$ cat src/rtl/uart_defs_pkg.sv
// ---------------------------------------------------------------------------
// uart_defs_pkg
// Shared constants and types for the starter-board UART (transmitter and
// receiver). Holds the framing constants for 8N1, the default bit period for
// a 50 MHz clock at 115200 baud, and the serial FSM state encoding.
// ---------------------------------------------------------------------------
package uart_defs_pkg;

    // 8N1 framing: one start bit, eight data bits, one stop bit.
    localparam int DATA_BITS  = 8;
    localparam int FRAME_BITS = 10;

    // 50_000_000 / 115_200 rounds to 434 clocks per serial bit.
    localparam int DEFAULT_CLKS_PER_BIT = 434;

    // Serial line state machine, shared by the transmitter and receiver.
    typedef enum logic [1:0] {
        ST_IDLE  = 2'd0,
        ST_START = 2'd1,
        ST_DATA  = 2'd2,
        ST_STOP  = 2'd3
    } uart_state_e;

endpackage

$ cat src/rtl/uart_bit_timer.sv
// ---------------------------------------------------------------------------
// uart_bit_timer
// Baud-period counter. Counts 0..CLKS_PER_BIT-1 and flags the final cycle of
// each bit period. A restart clears the count so that bit timing is aligned
// to the start of each frame and never drifts across frames.
//
// Ports:
//   clk      - system clock, rising edge
//   reset    - synchronous active-high reset, clears the count
//   restart  - clear the count at this edge (held high while idle)
//   bit_done - high during the last cycle of a bit period
// ---------------------------------------------------------------------------
module uart_bit_timer #(
    parameter int CLKS_PER_BIT = 434
) (
    input  logic clk,
    input  logic reset,
    input  logic restart,
    output logic bit_done
);

    localparam int CNT_W = (CLKS_PER_BIT > 1) ? $clog2(CLKS_PER_BIT) : 1;
    localparam logic [CNT_W-1:0] LAST_CNT = CNT_W'(CLKS_PER_BIT - 1);

    logic [CNT_W-1:0] cnt_q;
    logic [CNT_W-1:0] cnt_d;

    // bit_done is decoded from the count alone (not from restart) so the
    // parent can use it to decide whether to restart without forming a loop.
    // With CLKS_PER_BIT >= 2 the terminal count is never 0, so a count held
    // at 0 during idle never produces a spurious bit_done.
    always_comb begin
        bit_done = (cnt_q == LAST_CNT);
        cnt_d    = cnt_q + CNT_W'(1);
        if (restart || bit_done) begin
            cnt_d = '0;
        end
    end

    always_ff @(posedge clk) begin
        if (reset) begin
            cnt_q <= '0;
        end else begin
            cnt_q <= cnt_d;
        end
    end

endmodule

$ cat src/rtl/uart_tx.sv
// ---------------------------------------------------------------------------
// uart_tx
// 8N1 serial transmitter with a one-entry holding register in front of the
// shift register, so a byte written while a frame is on the line is sent
// immediately after the current stop bit with no idle gap.
//
// Ports:
//   clk     - system clock, rising edge
//   reset   - synchronous active-high reset; aborts any frame in progress
//   tx_data - byte to send, sampled when a write is accepted
//   tx_wr   - write strobe; accepted at an edge where tx_flag is high
//   tx_flag - registered; 1 = holding register empty
//   txd     - registered serial output, idle high
//   busy    - registered; 1 from start bit through stop bit
// ---------------------------------------------------------------------------
module uart_tx
    import uart_defs_pkg::*;
#(
    parameter int CLKS_PER_BIT = DEFAULT_CLKS_PER_BIT
) (
    input  logic                 clk,
    input  logic                 reset,
    input  logic [DATA_BITS-1:0] tx_data,
    input  logic                 tx_wr,
    output logic                 tx_flag,
    output logic                 txd,
    output logic                 busy
);

    uart_state_e          state_q, state_d;
    logic [DATA_BITS-1:0] hold_q, hold_d;
    logic                 hold_full_q, hold_full_d;
    logic [DATA_BITS-1:0] shift_q, shift_d;
    logic [2:0]           bit_cnt_q, bit_cnt_d;
    logic                 txd_q, txd_d;
    logic                 busy_q, busy_d;
    logic                 tx_flag_q, tx_flag_d;

    logic accept;
    logic transfer;
    logic restart;
    logic bit_done;

    uart_bit_timer #(
        .CLKS_PER_BIT(CLKS_PER_BIT)
    ) u_bit_timer (
        .clk     (clk),
        .reset   (reset),
        .restart (restart),
        .bit_done(bit_done)
    );

    // A write and a transfer can never coincide: tx_flag is low exactly
    // when the holding register is full, and transfers need it full.
    // The timer is held cleared while idle and cleared again on each
    // transfer so every frame starts with a fresh bit period.
    always_comb begin
        accept   = tx_wr && tx_flag_q;
        transfer = hold_full_q &&
                   ((state_q == ST_IDLE) || ((state_q == ST_STOP) && bit_done));
        restart  = transfer || (state_q == ST_IDLE);
    end

    // Holding register; tx_flag is the registered inverse of its full bit.
    always_comb begin
        hold_d      = hold_q;
        hold_full_d = hold_full_q;
        if (accept) begin
            hold_d      = tx_data;
            hold_full_d = 1'b1;
        end else if (transfer) begin
            hold_full_d = 1'b0;
        end
        tx_flag_d = !hold_full_d;
    end

    // Shifter and bit counter. The shifter is not advanced on the
    // START->DATA edge, so bit 0 is presented first; it shifts right at the
    // end of each data bit. The 3-bit counter wraps naturally after bit 7.
    always_comb begin
        shift_d   = shift_q;
        bit_cnt_d = bit_cnt_q;
        if (transfer) begin
            shift_d   = hold_q;
            bit_cnt_d = '0;
        end else if ((state_q == ST_DATA) && bit_done) begin
            shift_d   = shift_q >> 1;
            bit_cnt_d = bit_cnt_q + 3'd1;
        end
    end

    // Next-state logic. STOP goes straight back to START when a byte is
    // waiting, which is what gives back-to-back frames with no gap.
    always_comb begin
        state_d = state_q;
        unique case (state_q)
            ST_IDLE: begin
                if (transfer) state_d = ST_START;
            end
            ST_START: begin
                if (bit_done) state_d = ST_DATA;
            end
            ST_DATA: begin
                if (bit_done && (bit_cnt_q == 3'd7)) state_d = ST_STOP;
            end
            ST_STOP: begin
                if (transfer)      state_d = ST_START;
                else if (bit_done) state_d = ST_IDLE;
            end
            default: state_d = ST_IDLE;
        endcase
    end

    // Output decode from the next state so txd and busy come straight from
    // flops and change on the same edge as the state.
    always_comb begin
        txd_d  = 1'b1;
        busy_d = 1'b1;
        unique case (state_d)
            ST_IDLE:  busy_d = 1'b0;
            ST_START: txd_d  = 1'b0;
            ST_DATA:  txd_d  = shift_d[0];
            ST_STOP:  txd_d  = 1'b1;
            default:  busy_d = 1'b0;
        endcase
    end

    // State register.
    always_ff @(posedge clk) begin
        if (reset) begin
            state_q <= ST_IDLE;
        end else begin
            state_q <= state_d;
        end
    end

    // Datapath and output registers. Reset drops any frame in progress and
    // empties the holding register.
    always_ff @(posedge clk) begin
        if (reset) begin
            hold_q      <= '0;
            hold_full_q <= 1'b0;
            shift_q     <= '0;
            bit_cnt_q   <= '0;
            txd_q       <= 1'b1;
            busy_q      <= 1'b0;
            tx_flag_q   <= 1'b1;
        end else begin
            hold_q      <= hold_d;
            hold_full_q <= hold_full_d;
            shift_q     <= shift_d;
            bit_cnt_q   <= bit_cnt_d;
            txd_q       <= txd_d;
            busy_q      <= busy_d;
            tx_flag_q   <= tx_flag_d;
        end
    end

    assign txd     = txd_q;
    assign busy    = busy_q;
    assign tx_flag = tx_flag_q;

endmodule

$ cat config.mk
export PLATFORM = sky130hd
export DESIGN_NAME = uart_tx
export DESIGN_NICKNAME = d
export VERILOG_FILES = /design/src/rtl/uart_defs_pkg.sv /design/src/rtl/uart_bit_timer.sv /design/src/rtl/uart_tx.sv
export SDC_FILE = /design/constraint.sdc
export NUM_CORES = 1
export LEC_CHECK = 0
export ABC_AREA = 1
export CORE_MARGIN = 5
export CORE_UTILIZATION = 35
export DETAILED_ROUTE_END_ITERATION = 12
export GPL_ROUTABILITY_DRIVEN = 0
export HOLD_SLACK_MARGIN = 0.12
export PLACE_DENSITY = 0.57
export SLEW_MARGIN = 20
export SYNTH_ARGS = -nofsm -noshare
export SYNTH_HDL_FRONTEND = slang
export SYNTH_HIERARCHICAL = 1
export SYNTH_SLANG_ARGS = --single-unit
$ cat constraint.sdc
create_clock -name clk -period 4 [get_ports clk]
set_input_delay 0.8 -clock clk [delete_from_list [all_inputs] [get_ports clk]]
set_output_delay 0.8 -clock clk [all_outputs]
set_load 0.1 [all_outputs]
==> flow_summary_export.csv, run 1 <==
group,metric,value,unit
outcome,outcome,"complete, no violations",
sta,setup_tns,0,ns
synthesis,avgSynthCellArea,7.59,um^2
placement,place_hpwl,2100,um
layout,diodes,0,
power,power.share.clock,46.0,%
run,drv_cap,0,
placement,placed_area,0.00170,mm^2
route,vias_per_cell,4.60,
clocking,hold_buffers,0,
placement,place_inst,262,
route,wirelength,2830,um
critical_path,crit_family,"buffers and inverters",
placement,portBuffers,13,
global_routing,use_met1,14.9,%
sta,relSlewSlack,35.4,%
clocking,clockRootBuffer,"clkbuf_8",
sta,finalCritPeriodShare,63.3,%
layout,areaGrowthSynthToFinish,19.8,%
die,die_x,76.2,um
synthesis,ys_ff_latch,34,
global_routing,grt_remaining_overflow,0,
power,peakVddDrop,0.189,mV
route,vias,1241,
critical_path,critPathMaxFanout,2,
sta,rsz0062_at_grt,"no",
route,detail-route-antenna-nets,0,
global_routing,grtUsageMet2,15.2,%
layout,final_cell_area,0.00184,mm^2
global_routing,grtUsageMet3,3.66,%
layout,layout_common_cells,"nand2_1 (45), dfxtp_1 (34), nor2_1 (26), nand3_1 (19), inv_1 (17)",
synthesis,yosysWarnings,6,
sta,skew,0.00763,ns
layout,num-fill-cells,459,
synthesis,ys_seq_area_share,44.4,%
critical_path,path_cells,"clkdlybuf4s50_1",
die,boundaryPins,14,
route,wl_per_cell,10.5,um
global_routing,busiest_layer,"met2",
layout,layout-drive-gt1-share,14.7,%
critical_path,worstSetupEndpointType,"output port",
route,route.detailed.drc,0,
critical_path,start_kind,"flip-flop",
synthesis,ys_types,25,
power,finalPower,0.815,mW
clocking,cts_tree,"built",
power,power_density,444,mW/mm^2
global_routing,grt_pass1_vias,1183,
global_routing,track_usage,10.7,%
die,core,0.00429,mm^2
critical_path,critPathSlowestCell,"clkdlybuf4s50_1",
sta,fin_crit,2.53,ns
clocking,cts_made_buffers,5,
clocking,clkLatencyLatePin,0.28,ns
power,p_switching,0.185,mW
global_routing,grt_antenna_before_repair,0,
layout,layout_commonest_cell,"nand2_1",
sta,max_freq,395,MHz
sta,tightest_slew,0.967,ns
global_routing,grt_max_degree,13,
clocking,clkSlewWorstSetupHoldPaths,0.07,ns
route,firstDrtPassIters,4,
die,fp.dieH,76.2,um
clocking,htree_levels,2,
power,power_frac_comb,9.5,%
synthesis,syn-num-nets,217,
critical_path,max_stage_delay,1.13,ns
critical_path,path_buf_inv,1,
sta,setup-violations-final,0,
worst_hold_path,min-delay-path-class,"flip-flop to flip-flop",
critical_path,arrival,1.73,ns
power,leakage,0.675,nW
sta,hold_violations,0,
die,start_util,35.7,%
route,drt_iter0_drc,73,
clocking,cts_resized,0,
clocking,clock_sinks,34,
clocking,post_cts_buffers,0,
layout,nets,232,
die,rows,24,
layout,instances_no_fill,270,
critical_path,cp.required,3.20,ns
global_routing,grt_pass1_wl,5130,um
power,power_frac_seq,44.5,%
clocking,cts_buffer_depth,2,
die,die_area,0.00580,mm^2
sta,maxSlewViolCount,0,
synthesis,syn-instance-count,202,
critical_path,path_class,"flip-flop to output port",
synthesis,synthesis.area,0.00153,mm^2
power,sw_frac_of_total,22.7,%
power,p_int,0.630,mW
through the flow:
step | setup WS [ns] | util (%) | hold WS (ns)
final | 1.47 | 42.7 | 0.472
after global routing | 1.40 | 42.7 | 0.504
after detailed placement | 1.72 | 39.5 | 0.466
after global placement | 1.71 | 39.5 | 0.458
after floorplan | 2.24 | - | 0.443
after CTS | 1.45 | 42.7 | 0.477
registers in the layout, indices dropped and copies added, names as in the netlist:
signal,count
u_bit_timer/cnt_q,9
txd,1
state_q,2
shift_q,8
tx_flag,1
bit_cnt_q,3
hold_full_q,1
busy,1
hold_q,8
cell families (layout without fill, tap and decap cells):
group,count (synthesis),count (layout),share of synthesized area [%]
buffers and inverters,25,41,6.86
adder cells (fa/ha/maj),4,4,3.27
AO/OA/AOI/OAI,28,28,11.4
flip-flops,34,34,44.4
XOR/XNOR,3,3,1.71
AND/OR/NAND/NOR,108,108,32.3
cell type report:
class | count | area [um^2] | area share (%)
Clock buffer | 5 | 68.8 | 3.75
Clock inverter | 3 | 68.8 | 3.75
Inverter | 20 | 75.1 | 4.09
Multi-Input combinational cell | 143 | 747 | 40.7
Sequential cell | 34 | 681 | 37.1
Tap cell | 52 | 65.1 | 3.54
Timing Repair Buffer | 13 | 130 | 7.09
synth_stat cells:
master,instances,area share [%]
nand2_1,45,11
dfxtp_1,34,44
nor2_1,26,6.4
nand3_1,19,6.2
inv_1,17,4.2
o21ai_0,9,2.9
nor2_2,7,2.9
a31oi_1,6,2.4
a21oi_2,5,2.9
a21oi_1,4,1.3
ha_1,4,3.3
nand2_2,4,1.6
buf_2,3,0.98
inv_2,3,0.73
nand2_4,3,2.2
nand4_1,2,0.82
o21bai_1,2,0.98
xor2_1,2,1.1
buf_1,1,0.24
buf_6,1,0.73
nand3b_1,1,0.49
nor2_4,1,0.73
o21ai_1,1,0.33
o21ai_2,1,0.57
xnor2_1,1,0.57
worst paths after layout:
kind	startpoint	cells after the start	endpoint	slack [ns]
max	tx_flag	1	tx_flag	1.47
min	bit_cnt_q[2]	2	bit_cnt_q[2]	0.47
max reg2reg	u_bit_timer/cnt_q[0]	14	txd	1.96
min reg2reg	bit_cnt_q[2]	2	bit_cnt_q[2]	0.47
power groups by stage:
stage | combinational (mW) | sequential (mW) | clock, mW
final | 0.0771 | 0.363 | 0.375
after global placement | 0.0779 | 0.371 | 0
after detailed placement | 0.0779 | 0.371 | 0
after CTS | 0.0780 | 0.363 | 0.386
after global routing | 0.0864 | 0.365 | 0.403
after floorplan | 0.0418 | 0.384 | 0
layer usage:
metal / share of wire (%) / vias up
met3: 4.2 / 2
met2: 43 / 21
met4: 0.96 / 0
met5: 0 / -
li1: - / 677
met1: 52 / 541
worst reg2reg max path, cell delays in order (launching register included):
cell	delay, ns
dfxtp_1	0.41
ha_1	0.18
nand2_1	0.06
nor2_1	0.17
nand2_2	0.10
inv_1	0.18
nand2_1	0.09
nor2_2	0.34
nand2_2	0.06
nand2_1	0.07
nand2_1	0.04
nand2_1	0.09
nand2_1	0.06
nand2_1	0.06
nand2_1	0.04
(Power assumes the default switching activity.)
==> inputs of run 2 (changes only) <==
- clock period: 4 -> 2.5 ns (I/O delays scaled with it)
==> flow_summary_export.csv, run 2 (same netlist as run 1, synthesis figures left out) <==
group,metric,value,unit
outcome,outcome,"complete, no violations",
clocking,cts_buffer_depth,2,
critical_path,critPathMaxFanout,11,
sta,tightest_slew,0.491,ns
global_routing,grt_pass1_wl,5000,um
critical_path,path_class,"flip-flop to flip-flop",
power,leakage,0.685,nW
critical_path,path_cells,"ha_1 > nand2_1 > nor2_1 > nand2_2 > inv_1 > nand3_1 > nand2_1 > nand2_1 > nand2_1 > nand2_1 > nand2_1 > nand2_1 > nand2_1",
critical_path,arrival,2.18,ns
clocking,clkLatencyLatePin,0.28,ns
route,drt_iter0_drc,81,
power,peakVddDrop,0.360,mV
route,route.detailed.drc,0,
layout,largest_reg_flops,9,
layout,layout_common_cells,"nand2_1 (45), dfxtp_1 (34), nor2_1 (26), nand3_1 (19), inv_1 (17)",
critical_path,cp-endpoint,"txd",
die,boundaryPins,14,
power,power_frac_seq,43.8,%
layout,nets,233,
global_routing,grt_antenna_before_repair,0,
sta,rsz0062_at_grt,"no",
clocking,clock_sinks,34,
layout,diodes,0,
layout,seqCellArea,681,um^2
clocking,post_cts_buffers,0,
power,sw_frac_of_total,22.1,%
sta,relSlewSlack,67.2,%
global_routing,track_usage,10.5,%
placement,place_hpwl,2100,um
route,wl_per_cell,10.6,um
sta,hold_violations,0,
die,start_util,35.7,%
clocking,htree_levels,2,
die,die_area,0.00580,mm^2
sta,finalCritPeriodShare,78.2,%
sta,fin_crit,1.95,ns
power,finalPower,1.33,mW
worst_hold_path,min-delay-path-class,"flip-flop to flip-flop",
clocking,cts_resized,0,
placement,portBuffers,13,
route,vias_per_cell,4.60,
layout,layout-drive-gt1-share,16.4,%
sta,max_freq,512,MHz
sta,maxSlewViolCount,0,
clocking,clockRootBuffer,"clkbuf_8",
route,wirelength,2880,um
worst_hold_path,holdPathStages,2,
global_routing,grt_remaining_overflow,0,
layout,multi_input_area,747,um^2
route,firstDrtPassIters,4,
critical_path,worst_r2r_endpoint,"txd",
die,fp.dieH,76.2,um
clocking,cts_made_buffers,5,
critical_path,reg2reg_from,"u_bit_timer/cnt_q[0]",
layout,areaGrowthSynthToFinish,20.1,%
clocking,cts_tree,"built",
critical_path,r2r_cells,13,
power,p_switching,0.293,mW
critical_path,rrSetupSlack,0.55,ns
critical_path,max_stage_delay,0.41,ns
layout,reg.largest.list,"u_bit_timer/cnt_q (9), hold_q (8), shift_q (8)",
power,power.share.clock,46.9,%
sta,setup-violations-final,0,
die,rows,24,
critical_path,cp.required,2.72,ns
global_routing,grt_max_degree,13,
critical_path,cpMostUsedCell,"nand2_1",
run,drv_cap,0,
route,detail-route-antenna-nets,0,
power,p_int,1.03,mW
critical_path,critPathSlowestCell,"dfxtp_1",
critical_path,start_kind,"flip-flop",
layout,num-fill-cells,454,
critical_path,cp-startpoint,"u_bit_timer/cnt_q[0]",
global_routing,grt_pass1_vias,1124,
sta,skew,0.00816,ns
layout,layout_commonest_cell,"nand2_1",
power,power_density,721,mW/mm^2
clocking,hold_buffers,0,
sta,setup_tns,0,ns
clocking,clkSlewWorstSetupHoldPaths,0.07,ns
critical_path,worstSetupEndpointType,"flip-flop",
die,die_x,76.2,um
die,core,0.00429,mm^2
layout,top_register,"u_bit_timer/cnt_q",
route,vias,1247,
power,power_frac_comb,9.3,%
[run 2: cell types whose count changed in the layout (fill, tap and decap cells not counted)]
cell / delta
buf_4: +4
clkbuf_8: +1
clkinv_4: -1
clkdlybuf4s50_1: -3
[run 2: worst min-delay path by stage]
stage	slack, ns	end	startpoint
after floorplan	0.44	bit_cnt_q[1]	bit_cnt_q[1]
after global placement	0.46	bit_cnt_q[1]	bit_cnt_q[1]
after detailed placement	0.46	bit_cnt_q[1]	bit_cnt_q[1]
after CTS	0.47	bit_cnt_q[1]	bit_cnt_q[1]
after global routing	0.50	bit_cnt_q[1]	bit_cnt_q[1]
final	0.47	bit_cnt_q[1]	bit_cnt_q[1]
[run 2: metal layers]
layer	track usage (%)	part of all wire, %
met1	13.5	48
met2	16.0	46
met3	2.96	4.2
met4	5.24	2.0
met5	0	0
[run 2: final cells by class]
class,count,area share (%)
Multi-Input combinational cell,143,40.6
Sequential cell,34,37.0
Timing Repair Buffer,14,7.07
Clock buffer,6,4.49
Inverter,20,4.08
Tap cell,52,3.54
Clock inverter,2,3.26
[run 2: critical path, delay by kind of cell, from the launching register on]
kind | cells | cell delay, ns
simple gates | 11 | 1.15
flops | 1 | 0.41
fa+ha+maj | 1 | 0.17
buf+inv | 1 | 0.17
[run 2: power groups by stage]
stage | combinational (mW) | sequential, mW | clock, mW
detailed placement | 0.126 | 0.593 | 0
finish | 0.123 | 0.580 | 0.623
global route | 0.138 | 0.582 | 0.659
global placement | 0.126 | 0.593 | 0
CTS | 0.126 | 0.581 | 0.638
floorplan | 0.0669 | 0.615 | 0
[run 2: metrics by stage]
stage	std cells	worst slack, ns	utilization, %	hold slack [ns]	cell area, um^2
2_1_floorplan	202	0.743	-	0.443	1530
3_3_place_gp	263	0.642	39.5	0.460	1700
3_5_place_dp	263	0.591	39.5	0.463	1700
4_1_cts	271	0.558	42.9	0.473	1840
5_1_grt	271	0.353	42.9	0.499	1840
6_report	271	0.546	42.9	0.472	1840
==> inputs of run 3 (changes only) <==
- PLACE_DENSITY: 0.57 -> 0.59
- clock period: 2.5 -> 1.7 ns (I/O delays scaled with it)
==> flow_summary_export.csv, run 3 (same netlist as run 1, synthesis figures left out) <==
group,metric,value,unit
outcome,outcome,"complete, no violations",
power,peakVddDrop,0.509,mV
route,wirelength,2830,um
sta,setup_tns,0,ns
critical_path,critPathMaxFanout,9,
layout,diodes,0,
global_routing,grt_pass1_vias,1228,
layout,layout_common_cells,"nand2_1 (43), dfxtp_1 (32), nor2_1 (26), nand3_1 (19), inv_1 (16)",
layout,instances_no_fill,279,
critical_path,arrival,1.77,ns
sta,fin_crit,1.59,ns
run,drv_cap,0,
placement,place_inst,270,
global_routing,track_usage,10.7,%
die,rows,24,
placement,place_hpwl,2100,um
route,vias_per_cell,4.62,
clocking,clkLatencyLatePin,0.29,ns
layout,final_cell_area,0.00195,mm^2
clocking,clock_sinks,34,
global_routing,grt_remaining_overflow,0,
die,core,0.00429,mm^2
global_routing,grt_pass1_wl,5090,um
layout,reg.largest.list,"u_bit_timer/cnt_q (9), hold_q (8), shift_q (8)",
layout,largest_reg_flops,9,
layout,layout-drive-gt1-share,22.0,%
sta,maxSlewViolCount,0,
sta,max_freq,628,MHz
die,die_x,76.2,um
power,finalPower,1.96,mW
power,power_density,1010,mW/mm^2
die,die_area,0.00580,mm^2
route,route.detailed.drc,0,
sta,hold_violations,0,
global_routing,grt_max_degree,13,
route,drt_iter0_drc,57,
route,detail-route-antenna-nets,0,
clocking,htree_levels,2,
critical_path,worstSetupEndpointType,"flip-flop",
sta,relSlewSlack,78.0,%
clocking,clkSlewWorstSetupHoldPaths,0.08,ns
placement,placed_area,0.00179,mm^2
clocking,cts_buffer_depth,2,
critical_path,start_kind,"flip-flop",
layout,areaGrowthSynthToFinish,26.9,%
clocking,cts_tree,"built",
layout,nets,241,
route,wl_per_cell,10.1,um
critical_path,path_class,"flip-flop to flip-flop",
die,fp.dieH,76.2,um
critical_path,cp.required,1.87,ns
layout,layout_commonest_cell,"nand2_1",
sta,tightest_slew,0.329,ns
worst_hold_path,min-delay-path-class,"flip-flop to flip-flop",
clocking,cts_made_buffers,5,
route,firstDrtPassIters,4,
clocking,clockRootBuffer,"clkbuf_8",
clocking,hold_buffers,0,
die,boundaryPins,14,
sta,setup-violations-final,0,
sta,finalCritPeriodShare,93.7,%
placement,portBuffers,13,
power,leakage,0.734,nW
route,vias,1288,
sta,skew,0.00925,ns
sta,worst_hold_slack,0.464,ns
global_routing,grt_antenna_before_repair,0,
layout,top_register,"u_bit_timer/cnt_q",
die,start_util,35.7,%
[run 3: path summary, 6_finish.rpt]
check | startpoint | to | slack [ns] | depth (start not counted)
worst max-delay path | u_bit_timer/cnt_q[1] | u_bit_timer/cnt_q[8] | 0.11 | 13
worst min-delay path | shift_q[7] | shift_q[7] | 0.46 | 2
worst max register to register | u_bit_timer/cnt_q[1] | u_bit_timer/cnt_q[8] | 0.11 | 13
worst min register to register | shift_q[7] | shift_q[7] | 0.46 | 2
[run 3: stage by stage]
| step | util (%) | setup WS [ns] |
|---|---|---|
| 6_report | 45.3 | 0.108 |
| 4_1_cts | 44.9 | 0.0979 |
| 2_1_floorplan | - | 0.0298 |
| 5_1_grt | 45.3 | -0.0290 |
| 3_3_place_gp | 41.7 | 0.140 |
| 3_5_place_dp | 41.7 | 0.114 |
[run 3: area by class of cell]
cell class | count | area, um^2
clock buffers | 5 | 68.8
clock inverters | 3 | 68.8
fillers | 432 | 2350
inverters | 20 | 77.6
multi-input cells | 143 | 754
flip-flops and latches | 34 | 683
well taps | 52 | 65.1
repair buffers | 22 | 228
[run 3: power breakdown]
group / total, mW / internal [mW] / leakage, nW / switching [mW]
Clock: 0.893 / 0.587 / 0.0683 / 0.305
Sequential: 0.855 / 0.831 / 0.278 / 0.0238
Combinational: 0.209 / 0.0873 / 0.387 / 0.121
[run 3: timing repair]
| action | CTS | global route |
|---|---|---|
| resized for setup | 0 | 5 |
| setup endpoints to repair | 0 | 21 |
| hold endpoints to repair | 0 | 0 |
| setup buffers | 0 | 1 |
[run 3: worst max-delay path, stage by stage, from the launching register on]
cell     delay (ns)
dfxtp_2        0.32
inv_1          0.05
ha_2           0.15
nand2_1        0.05
nor2_1         0.12
nand2_2        0.09
inv_4          0.09
nand3_1        0.11
nand2_4        0.10
nand2_4        0.05
nand2_1        0.10
nor2_4         0.05
nand2_4        0.16
a21oi_2        0.04
[run 3: per-layer routing]
layer	vias to the layer above	wire (um)	global-route usage, %
met5	-	0	0
met4	0	52	5.24
met3	5	132	3.43
met2	20	1190	16.5
met1	561	1450	13.3
li1	702	-	-
==> patch 1 (settings of run 3) <==
Change the package constant `DEFAULT_CLKS_PER_BIT` from 434 to 217.
--- a/src/rtl/uart_defs_pkg.sv
+++ b/src/rtl/uart_defs_pkg.sv
@@ -11,7 +11,7 @@
     localparam int FRAME_BITS = 10;
 
     // 50_000_000 / 115_200 rounds to 434 clocks per serial bit.
-    localparam int DEFAULT_CLKS_PER_BIT = 434;
+    localparam int DEFAULT_CLKS_PER_BIT = 217;
 
     // Serial line state machine, shared by the transmitter and receiver.
     typedef enum logic [1:0] {
Formal check against the unedited RTL: no difference found for any inputs over 10 cycles, from zero or initial values and one cycle with reset high; that may be too few to reach the edited logic, so the function may still have changed.
==> patch 1 against run 3 <==
Sequential share of layout area is 0.21 points higher. Worst setup slack better by 0.031 ns. Power decreased by 7.8%. Final area fell by 3.9%. Area after synthesis down 3.9%. Critical path type unchanged. Routed wire length is 1.9% lower. Worst hold slack lost 0.0012 ns. Sequential cell count fell by 1. Largest cell class unchanged.
==> patch 1: results (changes against run 3) <==
[outcome]
status = completed  ; unchanged

[floorplanning]
dieArea_mm2 = 0.00560  ; was 0.00580 mm2

[cells_and_area]
nets = 236  ; was 241
final_core_util_pct = 46.4  ; was 45.3%
buffers_excl_clock = 23  ; was 22
nMultiInputCombCells = 134  ; was 143
reg_top3 = hold_q: 8 flops, shift_q: 8 flops, u_bit_timer/cnt_q: 8 flops  ; was u_bit_timer/cnt_q: 9 flops, hold_q: 8 flops, shift_q: 8 flops
nNonClkInverters = 24  ; was 20
multiInputGateArea_um2 = 699  ; was 754 um2
clock_area_share_pct = 6.42  ; was 7.07%
fill_cells = 409  ; was 432
drive_gt1_share_pct = 18.0  ; was 22.0%

[worst_setup_path]
path_max_fanout = 8  ; was 9
rrSetupSlack_ns = 0.14  ; was 0.11 ns
r2r-start = u_bit_timer/cnt_q[0]  ; was u_bit_timer/cnt_q[1]
r2r-end = u_bit_timer/cnt_q[3]  ; was u_bit_timer/cnt_q[8]

[pwr]
p_int_mw = 1.37  ; was 1.51 mW
pg_clk_mw = 0.765  ; was 0.893 mW
p_sw_mw = 0.433  ; was 0.450 mW

[sta]
fin_skew_ns = 0.00714  ; was 0.00925 ns
maxSlewHeadroom_pct = 78.3  ; was 78.0%

[grt]
use_met1_pct = 14.1  ; was 13.3%
grtUsageMet2_pct = 18.1  ; was 16.5%

[route]
wirelength_mm = 2.78  ; was 2.83 mm

[placement]
placed_cell_area_mm2 = 0.00174  ; was 0.00179 mm2

[logic_synthesis]
synth_seq_area_share_pct = 44.9  ; was 44.4%
synth_common_cells = nand2_1, dfxtp_1, nor2_1, inv_1, nand3_1  ; was nand2_1, dfxtp_1, nor2_1, nand3_1, inv_1
synth.avg_cell_area_um2 = 7.51  ; was 7.59 um2

[min_path]
hold_end = bit_cnt_q[1]  ; was shift_q[7]

## patch 1: cell types whose count changed in the layout (fill, tap and decap cells not counted), moves of 2 or more
cell / change
inv_1: +7
nand2_1: -4
inv_2: -3
nor2_2: -3
dfxtp_2: -2
o21ai_0: +2
o21bai_1: -2
## patch 1: repair_timing
action	4_1_cts	5_1_grt
resized for setup	0	3
setup endpoints to repair	0	21
buffers inserted	0	1
hold buffers	0	0
## patch 1: worst max-delay path by stage
| stage | endpoint | from | depth (start not counted) | slack (ns) |
|---|---|---|---|---|
| after floorplan | u_bit_timer/cnt_q[3] | u_bit_timer/cnt_q[0] | 14 | 0.02 |
| after global placement | u_bit_timer/cnt_q[6] | u_bit_timer/cnt_q[0] | 13 | 0.13 |
| after detailed placement | bit_cnt_q[0] | u_bit_timer/cnt_q[0] | 12 | 0.08 |
| after CTS | u_bit_timer/cnt_q[1] | u_bit_timer/cnt_q[0] | 13 | 0.06 |
| after global routing | txd | u_bit_timer/cnt_q[0] | 15 | -0.01 |
| final | u_bit_timer/cnt_q[3] | u_bit_timer/cnt_q[0] | 13 | 0.14 |
## patch 1: cell families (layout without fill, tap and decap cells)
group | after synthesis | in the layout | share of synthesized area (%)
AO/OA/AOI/OAI | 27 | 27 | 11.0
XOR/XNOR | 2 | 2 | 1.19
adder cells (fa/ha/maj) | 4 | 4 | 3.40
flip-flops | 33 | 33 | 44.9
buffers and inverters | 29 | 55 | 8.16
AND/OR/NAND/NOR | 101 | 101 | 31.4
## patch 1: worst max-delay path, cell delays in order, from the launching register on
cell and delay (ns):
dfxtp_1 0.33, inv_1 0.06, ha_1 0.19, inv_1 0.06
nor2_2 0.04, nand2_2 0.09, inv_4 0.05, nand3_1 0.11
nand2_4 0.07, nand2_4 0.08, nand2_1 0.06, nor2_2 0.12
nand2_4 0.11, a21oi_2 0.11
==> patch 2 (flow settings as in run 3) <==
Without the edit above. Register the output `txd` once more, cleared by the reset; this adds one clock of latency there. The other outputs are not delayed to match. Comments in the files are not updated.
--- a/src/rtl/uart_tx.sv
+++ b/src/rtl/uart_tx.sv
@@ -156,7 +156,13 @@
         end
     end
 
-    assign txd     = txd_q;
+    always_ff @(posedge clk) begin
+        if (reset) begin
+            txd <= '0;
+        end else begin
+            txd <= txd_q;
+        end
+    end
     assign busy    = busy_q;
     assign tx_flag = tx_flag_q;
 
Check against the original RTL: not equivalent (a bounded check fails within 4 cycles, from zero or initial values and one cycle with reset high).
==> patch 2 against run 3 <==
Final area increased by 1.0%. Sequential cell count increased by 1. Worst hold slack got worse by 0.054 ns. Worst setup slack gained 0.029 ns. Area after synthesis increased by 2.3%. Power down 6.3%. Routed wire length increased by 9.0%. Clock skew down 0.0020 ns. Critical endpoint is now u_bit_timer/cnt_q[5]. Largest cell class unchanged. Largest power group is now sequential cells.
==> patch 2: results (changes against run 3) <==
[cells_and_area]
final_core_util_pct = 45.1  ; was 45.3%
nets = 244  ; was 241
fill_cells = 443  ; was 432
stdcell_count = 282  ; was 279
drive_gt1_share_pct = 23.0  ; was 22.0%

[logic_synthesis]
synth_seq_area_share_pct = 44.7  ; was 44.4%
synth_compound_area_share_pct = 11.1  ; was 11.4%
synth_xor_xnor_area_share_pct = 1.68  ; was 1.71%
synth_common_cells = nand2_1, dfxtp_1, nor2_1, nand3_1, inv_1  ; unchanged
synth_fp_nets = 219  ; was 217
synthAdderAreaFrac_pct = 3.19  ; was 3.27%
synth.avg_cell_area_um2 = 7.69  ; was 7.59 um2
synthTopCellsByArea = dfxtp_1, nand2_1, nand3_1, nor2_1, inv_1  ; was dfxtp_1, nand2_1, nor2_1, nand3_1, inv_1
synth_cell_types = 23  ; was 25

[route]
routed_via_density = 4.71  ; was 4.62
first_iter_violations = 128  ; was 57
wirelength_mm = 3.09  ; was 2.83 mm

[sta]
fin_skew_ns = 0.00723  ; was 0.00925 ns
worst_pin_slew_ns = 0.351  ; was 0.329 ns

[grt]
track_usage_pct = 11.0  ; was 10.7%
grt_pass1_vias = 1221  ; was 1228
grt_pass1_wl_mm = 5.30  ; was 5.09 mm
grt_max_degree = 13  ; unchanged

[worst_setup_path]
slowest_delay_ns = 0.35  ; was 0.32 ns
path_max_fanout = 7  ; was 9
required_ns = 1.92  ; was 1.87 ns

[pwr]
swShare_pct = 24.7  ; was 23.0%
vdd_drop_max_mv = 0.509  ; about the same
p_leak_nw = 0.737  ; was 0.734 nW

[clocking]
cts.reportedPaths.clkPinSlew_ns = 0.07
clk_path_buf_depth = 2  ; unchanged
cts-resized-gates = 0  ; unchanged

[placement]
dp_hpwl_mm = 2.26  ; was 2.10 mm
placed_cells = 272  ; was 270
place_ws_ns = 0.0517  ; was 0.114 ns
placed_cell_area_mm2 = 0.00183  ; was 0.00179 mm2

[outcome]
status = completed  ; unchanged

[patch 2: cell count changes in the layout (fill, tap and decap cells not counted), moves of 2 or more]
cell / delta
nand3_1: +2
dfxtp_1: +2
nand2_1: -3
nand2_2: +2
[patch 2: area by class of cell]
cell class	count	area share [%]
clock buffers	5	3.50
clock inverters	3	2.23
inverters	21	4.14
multi-input cells	145	39.9
flip-flops and latches	35	35.7
well taps	52	3.31
repair buffers	21	11.2
[patch 2: kinds of logic (layout without fill, tap and decap cells)]
logic type | count (synthesis) | after routing
and+or+nand+nor | 110 | 111
DFF | 35 | 35
AOI/OAI and AO/OA | 27 | 27
buffers and inverters | 25 | 50
adders and majority gates | 4 | 4
xor gates and xnor gates | 3 | 3
[patch 2: final timing paths]
path	slack (ns)	start	end
setup reg to reg	0.14	u_bit_timer/cnt_q[1]	u_bit_timer/cnt_q[5]
setup / recovery	0.14	u_bit_timer/cnt_q[1]	u_bit_timer/cnt_q[5]
hold reg to reg	0.41	txd_q	txd
hold / removal	0.41	txd_q	txd
[patch 2: metal layers]
metal  track usage [%]  wire length, um  vias to the layer above
li1                  -                -                      705
met1              14.3             1560                      591
met2              16.6             1320                       26
met3              3.40              137                        7
met4              5.24               65                        0
met5                 0                0                        -
[patch 2: power by group through the flow]
stage / combinational, mW / sequential, mW / clock [mW]
floorplan: 0.0983 / 0.931 / 0
global placement: 0.215 / 0.899 / 0
detailed placement: 0.217 / 0.899 / 0
CTS: 0.218 / 0.880 / 0.765
global route: 0.240 / 0.884 / 0.791
finish: 0.217 / 0.880 / 0.735
[patch 2: worst register-to-register path, delay by kind of cell, from the launching register on]
family,cells,cell delay [ns]
buffers and inverters,2,0.11
and+or+nand+nor,9,0.78
AOI/OAI and AO/OA,1,0.11
adders and majority gates,1,0.17
DFF,1,0.35
